## config.mk

```make
export PLATFORM = sky130hd
export DESIGN_NAME = eth_ptp_frame_gen_flat
export DESIGN_NICKNAME = d
export VERILOG_FILES = /design/src/rtl/eth_ptp_frame_gen_pkg.sv /design/src/rtl/eth_ptp_frame_gen_if.sv /design/src/rtl/eth_ptp_frame_gen_pattern.sv /design/src/rtl/eth_ptp_frame_gen.sv /design/src/flat_wrapper.sv
export SDC_FILE = /design/constraint.sdc
export NUM_CORES = 1
export LEC_CHECK = 0
export CAP_MARGIN = 10
export CORE_ASPECT_RATIO = 0.7
export CORE_MARGIN = 8
export CORE_UTILIZATION = 40
export DETAILED_ROUTE_END_ITERATION = 16
export PLACE_DENSITY = 0.79
export SETUP_SLACK_MARGIN = 0.1
export SKIP_CTS_REPAIR_TIMING = 1
export SLEW_MARGIN = 20
export SYNTH_ARGS = -nofsm -noshare
export SYNTH_HDL_FRONTEND = slang
export SYNTH_HIERARCHICAL = 1
export SYNTH_SLANG_ARGS = --single-unit
```

## constraint.sdc

```tcl
create_clock -name clk -period 7.4 [get_ports clk]
set_input_delay 1.48 -clock clk [delete_from_list [all_inputs] [get_ports clk]]
set_output_delay 1.48 -clock clk [all_outputs]
set_load 0.05 [all_outputs]
```

## src/rtl/eth_ptp_frame_gen_pkg.sv

```systemverilog
// Shared types and constants for the PTP-stamped Ethernet frame generator:
// FSM state encoding, payload pattern codes and the pattern byte helper.
package eth_ptp_frame_gen_pkg;

    typedef enum logic [1:0] {
        ST_IDLE    = 2'd0,
        ST_HDR     = 2'd1,
        ST_PAYLOAD = 2'd2,
        ST_GAP     = 2'd3
    } state_e;

    localparam logic [1:0] PAT_INC   = 2'd0;
    localparam logic [1:0] PAT_DEC   = 2'd1;
    localparam logic [1:0] PAT_CONST = 2'd2;

    localparam int MAC_W    = 48;
    localparam int TYPE_W   = 16;
    localparam int TS_W     = 96;
    localparam int TS_BYTES = 12;

    // Pattern byte for payload index k (mod 256); code 3 behaves as increment.
    function automatic logic [7:0] pattern_byte(input logic [1:0] pat,
                                                input logic [7:0] seed,
                                                input logic [7:0] k8);
        logic [7:0] b;
        case (pat)
            PAT_DEC:   b = seed - k8;
            PAT_CONST: b = seed;
            default:   b = seed + k8;
        endcase
        return b;
    endfunction

endpackage

```

## src/rtl/eth_ptp_frame_gen_if.sv

```systemverilog
// Ethernet header + 8-bit payload stream bundle between the frame generator
// (master) and eth_axis_tx (slave).
interface eth_ptp_frame_gen_if;
    import eth_ptp_frame_gen_pkg::*;

    logic              m_eth_hdr_valid;
    logic              m_eth_hdr_ready;
    logic [MAC_W-1:0]  m_eth_dest_mac;
    logic [MAC_W-1:0]  m_eth_src_mac;
    logic [TYPE_W-1:0] m_eth_type;
    logic [7:0]        m_eth_payload_axis_tdata;
    logic              m_eth_payload_axis_tkeep;
    logic              m_eth_payload_axis_tvalid;
    logic              m_eth_payload_axis_tready;
    logic              m_eth_payload_axis_tlast;
    logic              m_eth_payload_axis_tuser;

    modport master (
        output m_eth_hdr_valid, m_eth_dest_mac, m_eth_src_mac, m_eth_type,
        output m_eth_payload_axis_tdata, m_eth_payload_axis_tkeep,
        output m_eth_payload_axis_tvalid, m_eth_payload_axis_tlast,
        output m_eth_payload_axis_tuser,
        input  m_eth_hdr_ready, m_eth_payload_axis_tready
    );

    modport slave (
        input  m_eth_hdr_valid, m_eth_dest_mac, m_eth_src_mac, m_eth_type,
        input  m_eth_payload_axis_tdata, m_eth_payload_axis_tkeep,
        input  m_eth_payload_axis_tvalid, m_eth_payload_axis_tlast,
        input  m_eth_payload_axis_tuser,
        output m_eth_hdr_ready, m_eth_payload_axis_tready
    );

endinterface

```

## src/rtl/eth_ptp_frame_gen_pattern.sv

```systemverilog
// Stateless payload byte selector: timestamp bytes (MSB first) for the first
// twelve indices when enabled, otherwise the configured pattern.
module eth_ptp_frame_gen_pattern
    import eth_ptp_frame_gen_pkg::*;
#(
    parameter int LEN_WIDTH = 16,
    parameter int TS_ENABLE = 1
) (
    input  logic [LEN_WIDTH-1:0] k,
    input  logic [7:0]           seed,
    input  logic [1:0]           pattern,
    input  logic [TS_W-1:0]      ts,
    output logic [7:0]           data_o
);

    logic [6:0] ts_lsb_s;

    // Byte k of the timestamp starts at bit 88-8k; only used while k < 12.
    always_comb begin
        ts_lsb_s = 7'd88 - {k[3:0], 3'b000};
        if ((TS_ENABLE != 0) && (k < LEN_WIDTH'(TS_BYTES))) begin
            data_o = ts[ts_lsb_s +: 8];
        end else begin
            data_o = pattern_byte(pattern, seed, k[7:0]);
        end
    end

endmodule

```

## src/rtl/eth_ptp_frame_gen.sv

```systemverilog
// Burst Ethernet frame source for eth_axis_tx: header handshake, payload with
// an optional embedded PTP timestamp, programmable inter-frame gap.
module eth_ptp_frame_gen
    import eth_ptp_frame_gen_pkg::*;
#(
    parameter int LEN_WIDTH = 16,
    parameter int GAP_WIDTH = 32,
    parameter int TS_ENABLE = 1
) (
    input  logic                  clk,
    input  logic                  rst,
    input  logic                  enable,
    input  logic                  start,
    input  logic [MAC_W-1:0]      cfg_dest_mac,
    input  logic [MAC_W-1:0]      cfg_src_mac,
    input  logic [TYPE_W-1:0]     cfg_eth_type,
    input  logic [LEN_WIDTH-1:0]  cfg_payload_len,
    input  logic [15:0]           cfg_frame_count,
    input  logic [GAP_WIDTH-1:0]  cfg_gap_cycles,
    input  logic [1:0]            cfg_pattern,
    input  logic [7:0]            cfg_seed,
    input  logic                  cfg_bad_frame,
    input  logic [TS_W-1:0]       ptp_ts_96,
    eth_ptp_frame_gen_if.master   m,
    output logic                  busy,
    output logic                  done,
    output logic [31:0]           frames_sent,
    output logic [TS_W-1:0]       ts_out,
    output logic                  ts_out_valid
);

    state_e               state_q, state_d;
    logic [MAC_W-1:0]     dest_q, dest_d, src_q, src_d;
    logic [TYPE_W-1:0]    type_q, type_d;
    logic [LEN_WIDTH-1:0] len_q, len_d, k_q, k_d;
    logic [15:0]          count_q, count_d, burst_q, burst_d;
    logic [GAP_WIDTH-1:0] gap_cfg_q, gap_cfg_d, gap_cnt_q, gap_cnt_d;
    logic [1:0]           pat_q, pat_d;
    logic [7:0]           seed_q, seed_d, tdata_q, tdata_d;
    logic                 bad_q, bad_d;
    logic                 hdr_valid_q, hdr_valid_d, tvalid_q, tvalid_d;
    logic                 tlast_q, tlast_d, tuser_q, tuser_d;
    logic                 busy_q, busy_d, done_q, done_d, ts_valid_q, ts_valid_d;
    logic [31:0]          frames_q, frames_d;
    logic [TS_W-1:0]      ts_q, ts_d;

    logic       launch_s, hdr_hs_s, pay_hs_s, last_hs_s, burst_end_s;
    logic [7:0] pat_byte_s;

    assign launch_s    = (state_q == ST_IDLE) && start && enable;
    assign hdr_hs_s    = hdr_valid_q && m.m_eth_hdr_ready;
    assign pay_hs_s    = tvalid_q && m.m_eth_payload_axis_tready;
    assign last_hs_s   = pay_hs_s && tlast_q;
    // A zero frame count means run until enable drops.
    assign burst_end_s = !enable || ((count_q != 16'd0) && ((burst_q + 16'd1) == count_q));

    // State register.
    always_ff @(posedge clk) begin
        if (rst) begin
            state_q <= ST_IDLE;
        end else begin
            state_q <= state_d;
        end
    end

    // Next-state logic; enable is only looked at between frames.
    always_comb begin
        state_d = state_q;
        case (state_q)
            ST_IDLE: begin
                if (launch_s) state_d = ST_HDR;
                else          state_d = ST_IDLE;
            end
            ST_HDR: begin
                if (hdr_hs_s) state_d = ST_PAYLOAD;
                else          state_d = ST_HDR;
            end
            ST_PAYLOAD: begin
                if (!last_hs_s)                        state_d = ST_PAYLOAD;
                else if (burst_end_s)                  state_d = ST_IDLE;
                else if (gap_cfg_q != GAP_WIDTH'(0))   state_d = ST_GAP;
                else                                   state_d = ST_HDR;
            end
            ST_GAP: begin
                if (!enable)                           state_d = ST_IDLE;
                else if (gap_cnt_q == GAP_WIDTH'(0))   state_d = ST_HDR;
                else                                   state_d = ST_GAP;
            end
            default: state_d = ST_IDLE;
        endcase
    end

    // Shadow configuration, counters and the timestamp snapshot.
    always_comb begin
        dest_d    = launch_s ? cfg_dest_mac    : dest_q;
        src_d     = launch_s ? cfg_src_mac     : src_q;
        type_d    = launch_s ? cfg_eth_type    : type_q;
        count_d   = launch_s ? cfg_frame_count : count_q;
        gap_cfg_d = launch_s ? cfg_gap_cycles  : gap_cfg_q;
        pat_d     = launch_s ? cfg_pattern     : pat_q;
        seed_d    = launch_s ? cfg_seed        : seed_q;
        bad_d     = launch_s ? cfg_bad_frame   : bad_q;
        if (launch_s) begin
            len_d = (cfg_payload_len == LEN_WIDTH'(0)) ? LEN_WIDTH'(1) : cfg_payload_len;
        end else begin
            len_d = len_q;
        end
        if (hdr_hs_s)      k_d = LEN_WIDTH'(0);
        else if (pay_hs_s) k_d = k_q + LEN_WIDTH'(1);
        else               k_d = k_q;
        if (launch_s)       burst_d = 16'd0;
        else if (last_hs_s) burst_d = burst_q + 16'd1;
        else                burst_d = burst_q;
        if (last_hs_s) begin
            gap_cnt_d = gap_cfg_q - GAP_WIDTH'(1);
        end else if ((state_q == ST_GAP) && (gap_cnt_q != GAP_WIDTH'(0))) begin
            gap_cnt_d = gap_cnt_q - GAP_WIDTH'(1);
        end else begin
            gap_cnt_d = gap_cnt_q;
        end
        frames_d   = last_hs_s ? (frames_q + 32'd1) : frames_q;
        ts_d       = hdr_hs_s ? ptp_ts_96 : ts_q;
        ts_valid_d = hdr_hs_s;
    end

    eth_ptp_frame_gen_pattern #(
        .LEN_WIDTH (LEN_WIDTH),
        .TS_ENABLE (TS_ENABLE)
    ) u_pattern (
        .k       (k_d),
        .seed    (seed_q),
        .pattern (pat_q),
        .ts      (ts_d),
        .data_o  (pat_byte_s)
    );

    // Output decode from the next state so every port comes straight from a flop.
    always_comb begin
        hdr_valid_d = (state_d == ST_HDR);
        tvalid_d    = (state_d == ST_PAYLOAD);
        busy_d      = (state_d != ST_IDLE);
        done_d      = (last_hs_s && burst_end_s) || ((state_q == ST_GAP) && !enable);
        if (tvalid_d) begin
            tdata_d = pat_byte_s;
            tlast_d = (k_d == (len_q - LEN_WIDTH'(1)));
        end else begin
            tdata_d = 8'd0;
            tlast_d = 1'b0;
        end
        tuser_d = tlast_d && bad_q;
    end

    // Datapath and output registers.
    always_ff @(posedge clk) begin
        if (rst) begin
            dest_q      <= {MAC_W{1'b0}};
            src_q       <= {MAC_W{1'b0}};
            type_q      <= {TYPE_W{1'b0}};
            len_q       <= LEN_WIDTH'(0);
            k_q         <= LEN_WIDTH'(0);
            count_q     <= 16'd0;
            burst_q     <= 16'd0;
            gap_cfg_q   <= GAP_WIDTH'(0);
            gap_cnt_q   <= GAP_WIDTH'(0);
            pat_q       <= 2'd0;
            seed_q      <= 8'd0;
            bad_q       <= 1'b0;
            hdr_valid_q <= 1'b0;
            tvalid_q    <= 1'b0;
            tdata_q     <= 8'd0;
            tlast_q     <= 1'b0;
            tuser_q     <= 1'b0;
            busy_q      <= 1'b0;
            done_q      <= 1'b0;
            frames_q    <= 32'd0;
            ts_q        <= {TS_W{1'b0}};
            ts_valid_q  <= 1'b0;
        end else begin
            dest_q      <= dest_d;
            src_q       <= src_d;
            type_q      <= type_d;
            len_q       <= len_d;
            k_q         <= k_d;
            count_q     <= count_d;
            burst_q     <= burst_d;
            gap_cfg_q   <= gap_cfg_d;
            gap_cnt_q   <= gap_cnt_d;
            pat_q       <= pat_d;
            seed_q      <= seed_d;
            bad_q       <= bad_d;
            hdr_valid_q <= hdr_valid_d;
            tvalid_q    <= tvalid_d;
            tdata_q     <= tdata_d;
            tlast_q     <= tlast_d;
            tuser_q     <= tuser_d;
            busy_q      <= busy_d;
            done_q      <= done_d;
            frames_q    <= frames_d;
            ts_q        <= ts_d;
            ts_valid_q  <= ts_valid_d;
        end
    end

    assign m.m_eth_hdr_valid           = hdr_valid_q;
    assign m.m_eth_dest_mac            = dest_q;
    assign m.m_eth_src_mac             = src_q;
    assign m.m_eth_type                = type_q;
    assign m.m_eth_payload_axis_tdata  = tdata_q;
    assign m.m_eth_payload_axis_tkeep  = 1'b1;
    assign m.m_eth_payload_axis_tvalid = tvalid_q;
    assign m.m_eth_payload_axis_tlast  = tlast_q;
    assign m.m_eth_payload_axis_tuser  = tuser_q;
    assign busy                        = busy_q;
    assign done                        = done_q;
    assign frames_sent                 = frames_q;
    assign ts_out                      = ts_q;
    assign ts_out_valid                = ts_valid_q;

endmodule

```

## src/flat_wrapper.sv

```systemverilog
// flat-port wrapper written by rule: the top's interface ports become plain ports
module eth_ptp_frame_gen_flat import eth_ptp_frame_gen_pkg::*;
#(
    parameter int LEN_WIDTH = 16,
    parameter int GAP_WIDTH = 32,
    parameter int TS_ENABLE = 1
)
  (clk, rst, enable, start, cfg_dest_mac, cfg_src_mac, cfg_eth_type, cfg_payload_len, cfg_frame_count, cfg_gap_cycles, cfg_pattern, cfg_seed, cfg_bad_frame, ptp_ts_96, busy, done, frames_sent, ts_out, ts_out_valid, m_m_eth_hdr_valid, m_m_eth_dest_mac, m_m_eth_src_mac, m_m_eth_type, m_m_eth_payload_axis_tdata, m_m_eth_payload_axis_tkeep, m_m_eth_payload_axis_tvalid, m_m_eth_payload_axis_tlast, m_m_eth_payload_axis_tuser, m_m_eth_hdr_ready, m_m_eth_payload_axis_tready);
  eth_ptp_frame_gen_if m_i ();
  input  logic clk;
  input  logic rst;
  input  logic enable;
  input  logic start;
  input  logic [MAC_W-1:0] cfg_dest_mac;
  input  logic [MAC_W-1:0] cfg_src_mac;
  input  logic [TYPE_W-1:0] cfg_eth_type;
  input  logic [LEN_WIDTH-1:0] cfg_payload_len;
  input  logic [15:0] cfg_frame_count;
  input  logic [GAP_WIDTH-1:0] cfg_gap_cycles;
  input  logic [1:0] cfg_pattern;
  input  logic [7:0] cfg_seed;
  input  logic cfg_bad_frame;
  input  logic [TS_W-1:0] ptp_ts_96;
  output logic busy;
  output logic done;
  output logic [31:0] frames_sent;
  output logic [TS_W-1:0] ts_out;
  output logic ts_out_valid;
  output wire logic [$bits(m_i.m_eth_hdr_valid)-1:0] m_m_eth_hdr_valid;
  output wire logic [$bits(m_i.m_eth_dest_mac)-1:0] m_m_eth_dest_mac;
  output wire logic [$bits(m_i.m_eth_src_mac)-1:0] m_m_eth_src_mac;
  output wire logic [$bits(m_i.m_eth_type)-1:0] m_m_eth_type;
  output wire logic [$bits(m_i.m_eth_payload_axis_tdata)-1:0] m_m_eth_payload_axis_tdata;
  output wire logic [$bits(m_i.m_eth_payload_axis_tkeep)-1:0] m_m_eth_payload_axis_tkeep;
  output wire logic [$bits(m_i.m_eth_payload_axis_tvalid)-1:0] m_m_eth_payload_axis_tvalid;
  output wire logic [$bits(m_i.m_eth_payload_axis_tlast)-1:0] m_m_eth_payload_axis_tlast;
  output wire logic [$bits(m_i.m_eth_payload_axis_tuser)-1:0] m_m_eth_payload_axis_tuser;
  input wire logic [$bits(m_i.m_eth_hdr_ready)-1:0] m_m_eth_hdr_ready;
  input wire logic [$bits(m_i.m_eth_payload_axis_tready)-1:0] m_m_eth_payload_axis_tready;
  assign m_m_eth_hdr_valid = m_i.m_eth_hdr_valid;
  assign m_m_eth_dest_mac = m_i.m_eth_dest_mac;
  assign m_m_eth_src_mac = m_i.m_eth_src_mac;
  assign m_m_eth_type = m_i.m_eth_type;
  assign m_m_eth_payload_axis_tdata = m_i.m_eth_payload_axis_tdata;
  assign m_m_eth_payload_axis_tkeep = m_i.m_eth_payload_axis_tkeep;
  assign m_m_eth_payload_axis_tvalid = m_i.m_eth_payload_axis_tvalid;
  assign m_m_eth_payload_axis_tlast = m_i.m_eth_payload_axis_tlast;
  assign m_m_eth_payload_axis_tuser = m_i.m_eth_payload_axis_tuser;
  assign m_i.m_eth_hdr_ready = m_m_eth_hdr_ready;
  assign m_i.m_eth_payload_axis_tready = m_m_eth_payload_axis_tready;
  eth_ptp_frame_gen #(.LEN_WIDTH(LEN_WIDTH), .GAP_WIDTH(GAP_WIDTH), .TS_ENABLE(TS_ENABLE)) u_core (.clk(clk), .rst(rst), .enable(enable), .start(start), .cfg_dest_mac(cfg_dest_mac), .cfg_src_mac(cfg_src_mac), .cfg_eth_type(cfg_eth_type), .cfg_payload_len(cfg_payload_len), .cfg_frame_count(cfg_frame_count), .cfg_gap_cycles(cfg_gap_cycles), .cfg_pattern(cfg_pattern), .cfg_seed(cfg_seed), .cfg_bad_frame(cfg_bad_frame), .ptp_ts_96(ptp_ts_96), .m(m_i), .busy(busy), .done(done), .frames_sent(frames_sent), .ts_out(ts_out), .ts_out_valid(ts_out_valid));
endmodule
```

==> results of run 1 <==
[layout make-up]
cell class	instances	share of cell area [%]
sequential	396	30.8
clock inverter	20	1.14
clock buffer	56	4.68
timing repair buffer	560	21.7
inverter	30	0.438
tap	612	2.98
multi-input combinational	1779	38.2
antenna	5	0.0486
[per-stage QoR]
step	hold WS [ns]	utilization [%]	total power [mW]	cells	setup WS (ns)
6_report	0.454	55.8	5.38	3458	2.33
4_1_cts	0.456	55.8	5.43	3453	2.46
3_5_place_dp	0.447	52.5	3.12	3377	1.94
3_3_place_gp	0.441	52.5	3.11	3377	1.99
5_1_grt	0.472	55.8	5.58	3455	2.00
2_1_floorplan	0.428	-	2.76	2363	3.09
[cell families (layout without fill, tap and decap cells)]
logic type | count (synthesis) | count (layout)
adders and majority gates | 16 | 16
buffers and inverters | 188 | 666
AOI/OAI and AO/OA | 466 | 466
other | 1 | 6
muxes | 42 | 42
and+or+nand+nor | 1100 | 1100
DFF | 396 | 396
xor gates and xnor gates | 154 | 154
[cell usage in the layout (no fill, tap or decap), types with 14 or more instances in the layout]
| cell | count |
|---|---|
| sky130_fd_sc_hd__nand2_1 | 713 |
| sky130_fd_sc_hd__clkdlybuf4s50_1 | 542 |
| sky130_fd_sc_hd__dfxtp_1 | 396 |
| sky130_fd_sc_hd__a21oi_1 | 314 |
| sky130_fd_sc_hd__nor2_1 | 114 |
| sky130_fd_sc_hd__xor2_1 | 78 |
| sky130_fd_sc_hd__xnor2_1 | 75 |
| sky130_fd_sc_hd__nor4_1 | 49 |
| sky130_fd_sc_hd__nor3_1 | 48 |
| sky130_fd_sc_hd__clkbuf_16 | 43 |
| sky130_fd_sc_hd__nand3_1 | 42 |
| sky130_fd_sc_hd__o21ai_0 | 39 |
| sky130_fd_sc_hd__nand4_1 | 33 |
| sky130_fd_sc_hd__inv_1 | 30 |
| sky130_fd_sc_hd__mux4_2 | 22 |
| sky130_fd_sc_hd__mux2i_1 | 18 |
| sky130_fd_sc_hd__buf_4 | 16 |
| sky130_fd_sc_hd__ha_1 | 15 |
| sky130_fd_sc_hd__or3_1 | 14 |
| sky130_fd_sc_hd__a31oi_1 | 14 |
| sky130_fd_sc_hd__a211oi_1 | 14 |
[worst max-delay path, stage by stage]
cell,delay [ns]
sky130_fd_sc_hd__clkdlybuf4s50_1,0.68
sky130_fd_sc_hd__nand3_1,0.36
sky130_fd_sc_hd__nor4_1,0.68
sky130_fd_sc_hd__a31oi_1,0.15
sky130_fd_sc_hd__o21ai_0,0.38
sky130_fd_sc_hd__inv_1,0.10
sky130_fd_sc_hd__nor4_1,0.40
sky130_fd_sc_hd__and4_1,0.66
sky130_fd_sc_hd__nor2_1,0.15
sky130_fd_sc_hd__nand4b_1,0.14
sky130_fd_sc_hd__nand4_1,0.10
sky130_fd_sc_hd__nor2_1,0.09
sky130_fd_sc_hd__nor3b_2,0.14
[registers in the layout, summed over array words and instances (netlist names)]
| signal | cells |
|---|---|
| u_core/bad_q | 1 |
| u_core/burst_q | 16 |
| u_core/busy | 1 |
| u_core/count_q | 16 |
| u_core/done | 1 |
| u_core/frames_sent | 32 |
| u_core/gap_cfg_q | 32 |
| u_core/gap_cnt_q | 32 |
| u_core/k_q | 16 |
| u_core/len_q | 16 |
| u_core/m.m_eth_dest_mac | 48 |
| u_core/m.m_eth_hdr_valid | 1 |
| u_core/m.m_eth_payload_axis_tdata | 8 |
| u_core/m.m_eth_payload_axis_tlast | 1 |
| u_core/m.m_eth_payload_axis_tuser | 1 |
| u_core/m.m_eth_payload_axis_tvalid | 1 |
| u_core/m.m_eth_src_mac | 48 |
| u_core/m.m_eth_type | 16 |
| u_core/pat_q | 2 |
| u_core/seed_q | 8 |
| u_core/state_q | 2 |
| u_core/ts_out | 96 |
| u_core/ts_out_valid | 1 |
[how the worst max path moves through the flow]
stage | end | slack, ns | depth (start not counted)
floorplan | u_core/m.m_eth_payload_axis_tdata[4]$_SDFF_PP0_ | 3.09 | 18
global placement | u_core/m.m_eth_payload_axis_tdata[7]$_SDFF_PP0_ | 1.99 | 15
detailed placement | u_core/m.m_eth_payload_axis_tdata[7]$_SDFF_PP0_ | 1.94 | 15
CTS | u_core/m.m_eth_payload_axis_tdata[7]$_SDFF_PP0_ | 2.46 | 13
global route | u_core/m.m_eth_payload_axis_tdata[7]$_SDFF_PP0_ | 2.00 | 13
finish | u_core/m.m_eth_payload_axis_tdata[7]$_SDFF_PP0_ | 2.33 | 13
[routing by layer]
| layer | GRT usage (%) | up-vias |
|---|---|---|
| met2 | 40.3 | 697 |
| met5 | 0 | - |
| met1 | 31.2 | 8885 |
| met4 | 7.74 | 14 |
| li1 | - | 8975 |
| met3 | 6.40 | 134 |
[power groups by stage]
stage	registers (mW)	logic (mW)	clock network (mW)
2_1_floorplan	2.46	0.303	0
3_3_place_gp	2.30	0.812	0
3_5_place_dp	2.30	0.820	0
4_1_cts	2.26	0.824	2.35
5_1_grt	2.26	0.878	2.44
6_report	2.26	0.824	2.30
==> flow_summary.json, run 1 <==
{
  "post_synth_instance_area_um2": 18500,
  "grt_pass1_wl_um": 105000,
  "register_area_um2": 7930,
  "drt-wirelength-per-cell_um": 20.0,
  "placed_area_um2": 24200,
  "detail_route.first_pass.iterations": 5,
  "effective_utilization_at_floorplan_pct": 40.2,
  "clock_sinks": 396,
  "path_clk_slew_ns": 0.06,
  "grt_use_total_pct": 24.5,
  "sequential_group_share_of_total_power_pct": 42.0,
  "worst_ir_drop_vdd_mv": 0.171,
  "yosysUniqueCellTypes": 76,
  "viasPerCell": 5.41,
  "layout_worst_path_cycle_share_pct": 68.5,
  "maxSlewViolCount": 0,
  "htree_levels": 2,
  "buffer_levels_on_the_longest_clock_path": 3,
  "timing.max_slew.rel_slack_pct": 28.1,
  "final.min_clock_period_ns": 5.07,
  "xor_xnor_fraction_of_synth_area_pct": 7.36,
  "vias": 18700,
  "finalHoldViolCount": 0,
  "critPathKind": "input pin to register",
  "core-area_um2": 46100,
  "path_max_fanout": 18,
  "die_height_um": 196,
  "synth_top_cells_by_count": "sky130_fd_sc_hd__nand2_1, sky130_fd_sc_hd__dfxtp_1, sky130_fd_sc_hd__a21oi_1, sky130_fd_sc_hd__nor2_1, sky130_fd_sc_hd__clkbuf_1",
  "finalSetupViolCount": 0,
  "cts.root.buffer_cell": "sky130_fd_sc_hd__clkbuf_16",
  "grt_max_degree": 113,
  "critical_path.endpoint_type": "register",
  "main_combinational_cell_family_by_area_after_synthesis": "simple AND/OR/NAND/NOR gates",
  "floorplan.io_pins": 545,
  "setup-tns-final_ns": 0,
  "most_instantiated_library_cell_after_synthesis": "sky130_fd_sc_hd__nand2_1",
  "proportion_of_synthesized_chip_area_in_sequential_cells_pct": 42.8,
  "fillers": 4064,
  "clock_latency_ns": 0.55,
  "crit_path_start": "m_m_eth_payload_axis_tready",
  "cellPowerDensity_nw_per_um2": 209,
  "hold_crit_depth": 2,
  "postSynth.asyncResetShare_pct": 0,
  "drt_drc_violations_left": 0,
  "syn_nets": 2668,
  "globalplace.congestion": 0.919,
  "antenna_found_initial": 12,
  "p_int_mw": 3.94,
  "startpoint_type": "input pin",
  "synth_top_cells_by_area": "sky130_fd_sc_hd__dfxtp_1, sky130_fd_sc_hd__nand2_1, sky130_fd_sc_hd__a21oi_1",
  "avgSynthCellArea_um2": 7.84,
  "synth-simple-area-share_pct": 26.2,
  "worst_ep_required_time_ns": 7.87,
  "synth_area_leader_cell": "sky130_fd_sc_hd__dfxtp_1",
  "finalClockSkew_ns": 0.0181,
  "dr_wl_met3_um": 5590,
  "max_slew.worst_pin.slew_ns": 1.08,
  "r2r_setup_slk_ns": 3.34,
  "synth-edff-count": 0,
  "die_w_um": 273,
  "num-nets-final": 3114,
  "p_comb_share_pct": 15.3,
  "max_freq_mhz": 197,
  "via_count_of_the_first_global_routing_pass": 18000,
  "die_area_um2": 53600,
  "rr_endpoint": "u_core/m.m_eth_payload_axis_tdata[7]$_SDFF_PP0_",
  "grt-ovfl-total": 0,
  "port_buffers": 543,
  "post_synth_fa_ha_maj_area_fraction_pct": 1.12,
  "layout-drive-gt1-share_pct": 5.10,
  "wl_met2_um": 32600,
  "r2r_start": "u_core/m.m_eth_payload_axis_tvalid$_SDFF_PP0_",
  "cts_buffers": 42,
  "whs_endpoint": "u_core/m.m_eth_type[15]$_SDFFE_PP0P_",
  "p_clk_share_pct": 42.7,
  "ys_ff_latch": 396,
  "total_leakage_power_nw": 9.59,
  "metal_1_wl_um": 28800,
  "hold_path_class": "register to register",
  "power.switching_fraction_pct": 26.9,
  "cts_tree": "yes",
  "detailedPlacementHpwl_um": 52400,
  "postSynthCellCount": 2363,
  "yosys-mux-area-fraction_pct": 3.93,
  "drt_iter0_markers": 1478,
  "worst_ep_arrival_time_ns": 5.54,
  "wirelength_um": 69300,
  "ys_dominant_reg_cell": "sky130_fd_sc_hd__dfxtp_1",
  "rows": 66,
  "worstHoldStart": "u_core/m.m_eth_type[15]$_SDFFE_PP0P_",
  "worst_r2r_path_depth": 12,
  "p_switching_mw": 1.45,
  "final_antenna_net_count": 0,
  "synth_compound_area_share_pct": 14.3,
  "yosys_warnings": 6,
  "run_status": "finished, final reports clean",
  "yosys.area.top_type_share_pct": 42.8,
  "syn2layout_area_growth_pct": 38.9,
  "setup_repair_after_global_routing_missed_its_margin": "false",
  "layout.cell_area.non_filler_um2": 25700,
  "area_taken_by_multi_input_logic_gates_um2": 9840,
  "max-cap-violations": 0,
  "maxUsedRoutingLayer": "met5"
}
No activity file was read; power rests on OpenSTA's default activity.
==> run 2, diff against run 1 <==
clock period = 4.9 ns   (was 7.4 ns; I/O delays follow)
==> flow_summary.json, run 2 (same netlist as run 1, synthesis figures left out) <==
{
  "path_max_fanout": 30,
  "cellPowerDensity_nw_per_um2": 309,
  "final.min_clock_period_ns": 3.92,
  "rr_endpoint": "u_core/busy$_SDFF_PP0_",
  "run_status": "finished, final reports clean",
  "max-cap-violations": 0,
  "effective_utilization_at_floorplan_pct": 40.2,
  "vias": 18800,
  "via_count_of_the_first_global_routing_pass": 18000,
  "detail_route.first_pass.iterations": 6,
  "grt_use_total_pct": 24.1,
  "drt-wirelength-per-cell_um": 19.7,
  "largest_register_ffs": 96,
  "timing.critical_path.cells": "clkdlybuf4s50_1 -> nand2_4 -> o21ai_0 -> inv_1 -> buf_4 -> mux2i_1 -> fa_1 -> a21o_1 -> a21oi_1 -> xnor2_1 -> nor2_1 -> a211oi_1 -> a21oi_1 -> nor3b_2",
  "total_leakage_power_nw": 9.63,
  "r2r_start": "u_core/burst_q[0]$_SDFFE_PP0P_",
  "clock_latency_ns": 0.56,
  "critical_path_depth": 14,
  "timing.critical_path.max_delay_family": "buffers and inverters",
  "setup_repair_after_global_routing_missed_its_margin": "false",
  "critPathCapture": "u_core/m.m_eth_payload_axis_tdata[4]$_SDFF_PP0_",
  "die_height_um": 196,
  "finalSetupViolCount": 0,
  "htree_levels": 2,
  "most-common-layout-cells": "sky130_fd_sc_hd__nand2_1, sky130_fd_sc_hd__clkdlybuf4s50_1, sky130_fd_sc_hd__dfxtp_1",
  "worst_ep_required_time_ns": 5.29,
  "layout.cell_area.non_filler_um2": 25800,
  "worst_ir_drop_vdd_mv": 0.264,
  "layout_worst_path_cycle_share_pct": 80.0,
  "globalplace.congestion": 0.925,
  "rows": 66,
  "timing.max_slew.rel_slack_pct": 29.6,
  "port_buffers": 543,
  "core-area_um2": 46100,
  "critical_path.most_common_cell": "sky130_fd_sc_hd__a21oi_1",
  "cts_tree": "yes",
  "utilization_of_the_core_after_routing_pct": 55.9,
  "max_freq_mhz": 255,
  "critical_path.max_stage_delay_ns": 0.46,
  "clock_sinks": 396,
  "antenna_found_initial": 9,
  "mostFrequentLayoutCell": "sky130_fd_sc_hd__nand2_1",
  "worst_ep_arrival_time_ns": 4.31,
  "num-nets-final": 3126,
  "max_slew.worst_pin.slew_ns": 1.05,
  "crit_path_start": "m_m_eth_hdr_ready",
  "critPathKind": "input pin to register",
  "viasPerCell": 5.41,
  "placed_area_um2": 24300,
  "maxSlewViolCount": 0,
  "register_area_um2": 7930,
  "drt_iter0_markers": 1637,
  "wirelength_um": 68400,
  "crit_path_top_delay_cell": "sky130_fd_sc_hd__clkdlybuf4s50_1",
  "grt_max_degree": 156,
  "path_buf_inv": 3,
  "startpoint_type": "input pin",
  "area_taken_by_multi_input_logic_gates_um2": 9840,
  "fillers": 4109,
  "hold_path_class": "register to register",
  "drt_drc_violations_left": 0,
  "r2r_setup_slk_ns": 1.13,
  "detailedPlacementHpwl_um": 51500,
  "grt-ovfl-total": 0,
  "final_antenna_net_count": 0,
  "critical_path.endpoint_type": "register",
  "floorplan.io_pins": 545,
  "grt_pass1_wl_um": 105000,
  "die_w_um": 273,
  "finalClockSkew_ns": 0.0221,
  "cts_buffers": 41,
  "buffer_levels_on_the_longest_clock_path": 3,
  "syn2layout_area_growth_pct": 39.1,
  "layout-drive-gt1-share_pct": 5.37,
  "worst_r2r_path_depth": 8,
  "cts.root.buffer_cell": "sky130_fd_sc_hd__clkbuf_16",
  "die_area_um2": 53600,
  "setup-tns-final_ns": 0,
  "finalHoldViolCount": 0,
  "path_clk_slew_ns": 0.06
}
## run 2: cell count changes in the layout (fill, tap and decap cells not counted), moves of 2 or more
cell,before,now
sky130_fd_sc_hd__buf_12,0,2
sky130_fd_sc_hd__buf_4,16,28
sky130_fd_sc_hd__bufinv_16,7,3
sky130_fd_sc_hd__clkbuf_8,8,13
sky130_fd_sc_hd__clkinv_2,7,5
sky130_fd_sc_hd__clkinvlp_4,4,1
## run 2: where the power goes
part           switching [mW]  internal (mW)
clock                    1.35           1.95
sequential             0.0831           3.32
combinational           0.723          0.521
total                    2.16           5.80
## run 2: through the flow
stage               setup WS, ns  power [mW]  hold WS [ns]  std cells
detailed placement         0.452        4.71         0.446       3390
global placement           0.495        4.70         0.441       3390
global route               0.682        8.25         0.471       3464
floorplan                   1.09        4.17         0.428       2363
finish                     0.982        7.96         0.454       3466
CTS                         1.02        8.02         0.454       3462
## run 2: how the worst min path moves through the flow
stage                                             start                                           end  depth (start not counted)
2_1_floorplan                 u_core/bad_q$_SDFFE_PP0P_  u_core/m.m_eth_payload_axis_tuser$_SDFF_PP0_                          2
3_3_place_gp    u_core/m.m_eth_src_mac[25]$_SDFFE_PP0P_       u_core/m.m_eth_src_mac[25]$_SDFFE_PP0P_                          2
3_5_place_dp   u_core/m.m_eth_dest_mac[25]$_SDFFE_PP0P_      u_core/m.m_eth_dest_mac[25]$_SDFFE_PP0P_                          2
4_1_cts        u_core/m.m_eth_dest_mac[25]$_SDFFE_PP0P_      u_core/m.m_eth_dest_mac[25]$_SDFFE_PP0P_                          2
5_1_grt        u_core/m.m_eth_dest_mac[37]$_SDFFE_PP0P_      u_core/m.m_eth_dest_mac[37]$_SDFFE_PP0P_                          2
6_report        u_core/m.m_eth_src_mac[25]$_SDFFE_PP0P_       u_core/m.m_eth_src_mac[25]$_SDFFE_PP0P_                          2
## run 2: tightest hold or removal path: stages (launching register included)
cell and delay (ns):
sky130_fd_sc_hd__dfxtp_1 0.31, sky130_fd_sc_hd__nand2_1 0.05, sky130_fd_sc_hd__a21oi_1 0.05
## run 2: area by class of cell
class / instances / share of cell area [%]
multi-input combinational: 1779 / 38.2
sequential: 396 / 30.8
timing repair buffer: 573 / 22.1
clock buffer: 62 / 4.96
tap: 612 / 2.97
clock inverter: 10 / 0.510
inverter: 30 / 0.437
antenna: 4 / 0.0389
## run 2: metal layers
layer  wire length [um]  track usage (%)  up-vias
li1                   -                -     8985
met3               6040             7.13      131
met1              28400             30.9     8862
met2              31900             39.1      771
met5                 88                0        -
met4               1970             7.17       14
==> run 3, diff against run 2 <==
PLACE_DENSITY = 0.82   (was 0.79)
clock period = 3.5 ns   (was 4.9 ns; I/O delays follow)
==> flow_summary.json, run 3 (same netlist as run 1, synthesis figures left out) <==
{
  "finalSetupViolCount": 0,
  "floorplan.io_pins": 545,
  "vias": 19100,
  "totalPowerFinal_mw": 11.0,
  "core-area_um2": 46100,
  "path_clk_slew_ns": 0.07,
  "critical_path.endpoint_type": "register",
  "wirelength_um": 69900,
  "r2r_start": "u_core/burst_q[1]$_SDFFE_PP0P_",
  "whs_endpoint": "u_core/m.m_eth_type[7]$_SDFFE_PP0P_",
  "buffer_levels_on_the_longest_clock_path": 3,
  "startpoint_type": "register",
  "rows": 66,
  "max-cap-violations": 0,
  "worst_ep_required_time_ns": 3.93,
  "layout_worst_path_cycle_share_pct": 90.4,
  "antenna_found_initial": 16,
  "hold_crit_depth": 2,
  "port_buffers": 543,
  "r2r_setup_slk_ns": 0.34,
  "finalClockSkew_ns": 0.0147,
  "maxSlewViolCount": 0,
  "drt-wirelength-per-cell_um": 19.7,
  "grt-ovfl-total": 0,
  "via_count_of_the_first_global_routing_pass": 18600,
  "htree_levels": 2,
  "num-nets-final": 3209,
  "total_leakage_power_nw": 10.0,
  "viasPerCell": 5.39,
  "die_area_um2": 53600,
  "effective_utilization_at_floorplan_pct": 40.2,
  "grt_use_total_pct": 24.5,
  "die_height_um": 196,
  "rr_endpoint": "u_core/m.m_eth_payload_axis_tuser$_SDFF_PP0_",
  "run_status": "finished, final reports clean",
  "cts_tree": "yes",
  "critPathKind": "register to register",
  "drt_iter0_markers": 1800,
  "mostFrequentLayoutCell": "sky130_fd_sc_hd__nand2_1",
  "largest_register_ffs": 96,
  "die_w_um": 273,
  "worst_r2r_path_depth": 8,
  "globalplace.congestion": 0.930,
  "utilization_of_the_core_after_routing_pct": 57.4,
  "most-common-layout-cells": "sky130_fd_sc_hd__nand2_1, sky130_fd_sc_hd__clkdlybuf4s50_1, sky130_fd_sc_hd__dfxtp_1",
  "path_max_fanout": 14,
  "final_antenna_net_count": 0,
  "grt_pass1_wl_um": 106000,
  "cellPowerDensity_nw_per_um2": 417,
  "timing.max_slew.rel_slack_pct": 39.0,
  "drt_drc_violations_left": 0,
  "layout-drive-gt1-share_pct": 8.42,
  "setup_repair_after_global_routing_missed_its_margin": "false",
  "final.min_clock_period_ns": 3.16,
  "grt_max_degree": 155,
  "max_freq_mhz": 316,
  "worst_ep_arrival_time_ns": 3.60,
  "clock_sinks": 396,
  "setup-tns-final_ns": 0,
  "syn2layout_area_growth_pct": 42.7,
  "cts.root.buffer_cell": "sky130_fd_sc_hd__clkbuf_16",
  "worstHoldStart": "u_core/m.m_eth_type[7]$_SDFFE_PP0P_",
  "max_slew.worst_pin.slew_ns": 0.914,
  "clock_latency_ns": 0.54,
  "worst_ir_drop_vdd_mv": 0.388,
  "hold_path_class": "register to register",
  "cts_buffers": 41,
  "detailedPlacementHpwl_um": 53400,
  "detail_route.first_pass.iterations": 5,
  "finalHoldViolCount": 0
}
[run 3: changes by cell type in the layout (fill, tap and decap cells not counted), sizes merged, moves of 2 or more]
cell and change:
clkbuf -9, clkinvlp +2, clkinv +8, buf +83
[run 3: critical path, stage by stage, from the launching register on]
cell and delay [ns]:
sky130_fd_sc_hd__dfxtp_1 0.49, sky130_fd_sc_hd__ha_2 0.33, sky130_fd_sc_hd__nand3_1 0.26, sky130_fd_sc_hd__a311o_1 0.35
sky130_fd_sc_hd__o31ai_1 0.21, sky130_fd_sc_hd__o22ai_1 0.11, sky130_fd_sc_hd__or4_4 0.58, sky130_fd_sc_hd__o31a_4 0.41
sky130_fd_sc_hd__nor4_1 0.32
[run 3: final cells by class]
class	count	area [um2]
Antenna cell	5	12.5
Inverter	30	113
Tap cell	612	766
Clock buffer	53	1120
Timing Repair Buffer	656	6390
Clock inverter	20	223
Fill cell	4033	19700
Multi-Input combinational cell	1779	9870
Sequential cell	396	7930
[run 3: per-stage QoR]
step	hold slack, ns	area, um2	cells	setup WS [ns]
final	0.454	26400	3551	0.336
after global routing	0.470	26400	3547	0.158
after CTS	0.455	26400	3546	0.225
after detailed placement	0.446	25000	3473	-0.344
after global placement	0.441	25000	3473	-0.317
after floorplan	0.428	18500	2363	0.106
[run 3: how the worst max path moves through the flow]
stage	startpoint	cells past startpoint	slack, ns	end
after floorplan	m_m_eth_payload_axis_tready	17	0.11	u_core/m.m_eth_payload_axis_tdata[4]$_SDFF_PP0_
after global placement	m_m_eth_payload_axis_tready	16	-0.32	u_core/m.m_eth_payload_axis_tdata[7]$_SDFF_PP0_
after detailed placement	m_m_eth_payload_axis_tready	16	-0.34	u_core/m.m_eth_payload_axis_tdata[7]$_SDFF_PP0_
after CTS	m_m_eth_payload_axis_tready	16	0.23	u_core/m.m_eth_payload_axis_tdata[7]$_SDFF_PP0_
after global routing	u_core/burst_q[1]$_SDFFE_PP0P_	8	0.16	u_core/m.m_eth_payload_axis_tuser$_SDFF_PP0_
final	u_core/burst_q[1]$_SDFFE_PP0P_	8	0.34	u_core/m.m_eth_payload_axis_tuser$_SDFF_PP0_
[run 3: layer usage]
layer / up-vias / GRT usage [%] / routed length [um]
li1: 9150 / - / -
met1: 9026 / 30.4 / 28900
met2: 753 / 40.1 / 32300
met3: 176 / 7.08 / 5740
met4: 22 / 9.40 / 2830
met5: - / 0 / 156
[run 3: where the power goes]
part,switching (mW),total (mW),internal (mW)
Sequential,0.118,4.77,4.65
Clock,1.91,4.48,2.57
Combinational,1.02,1.77,0.755
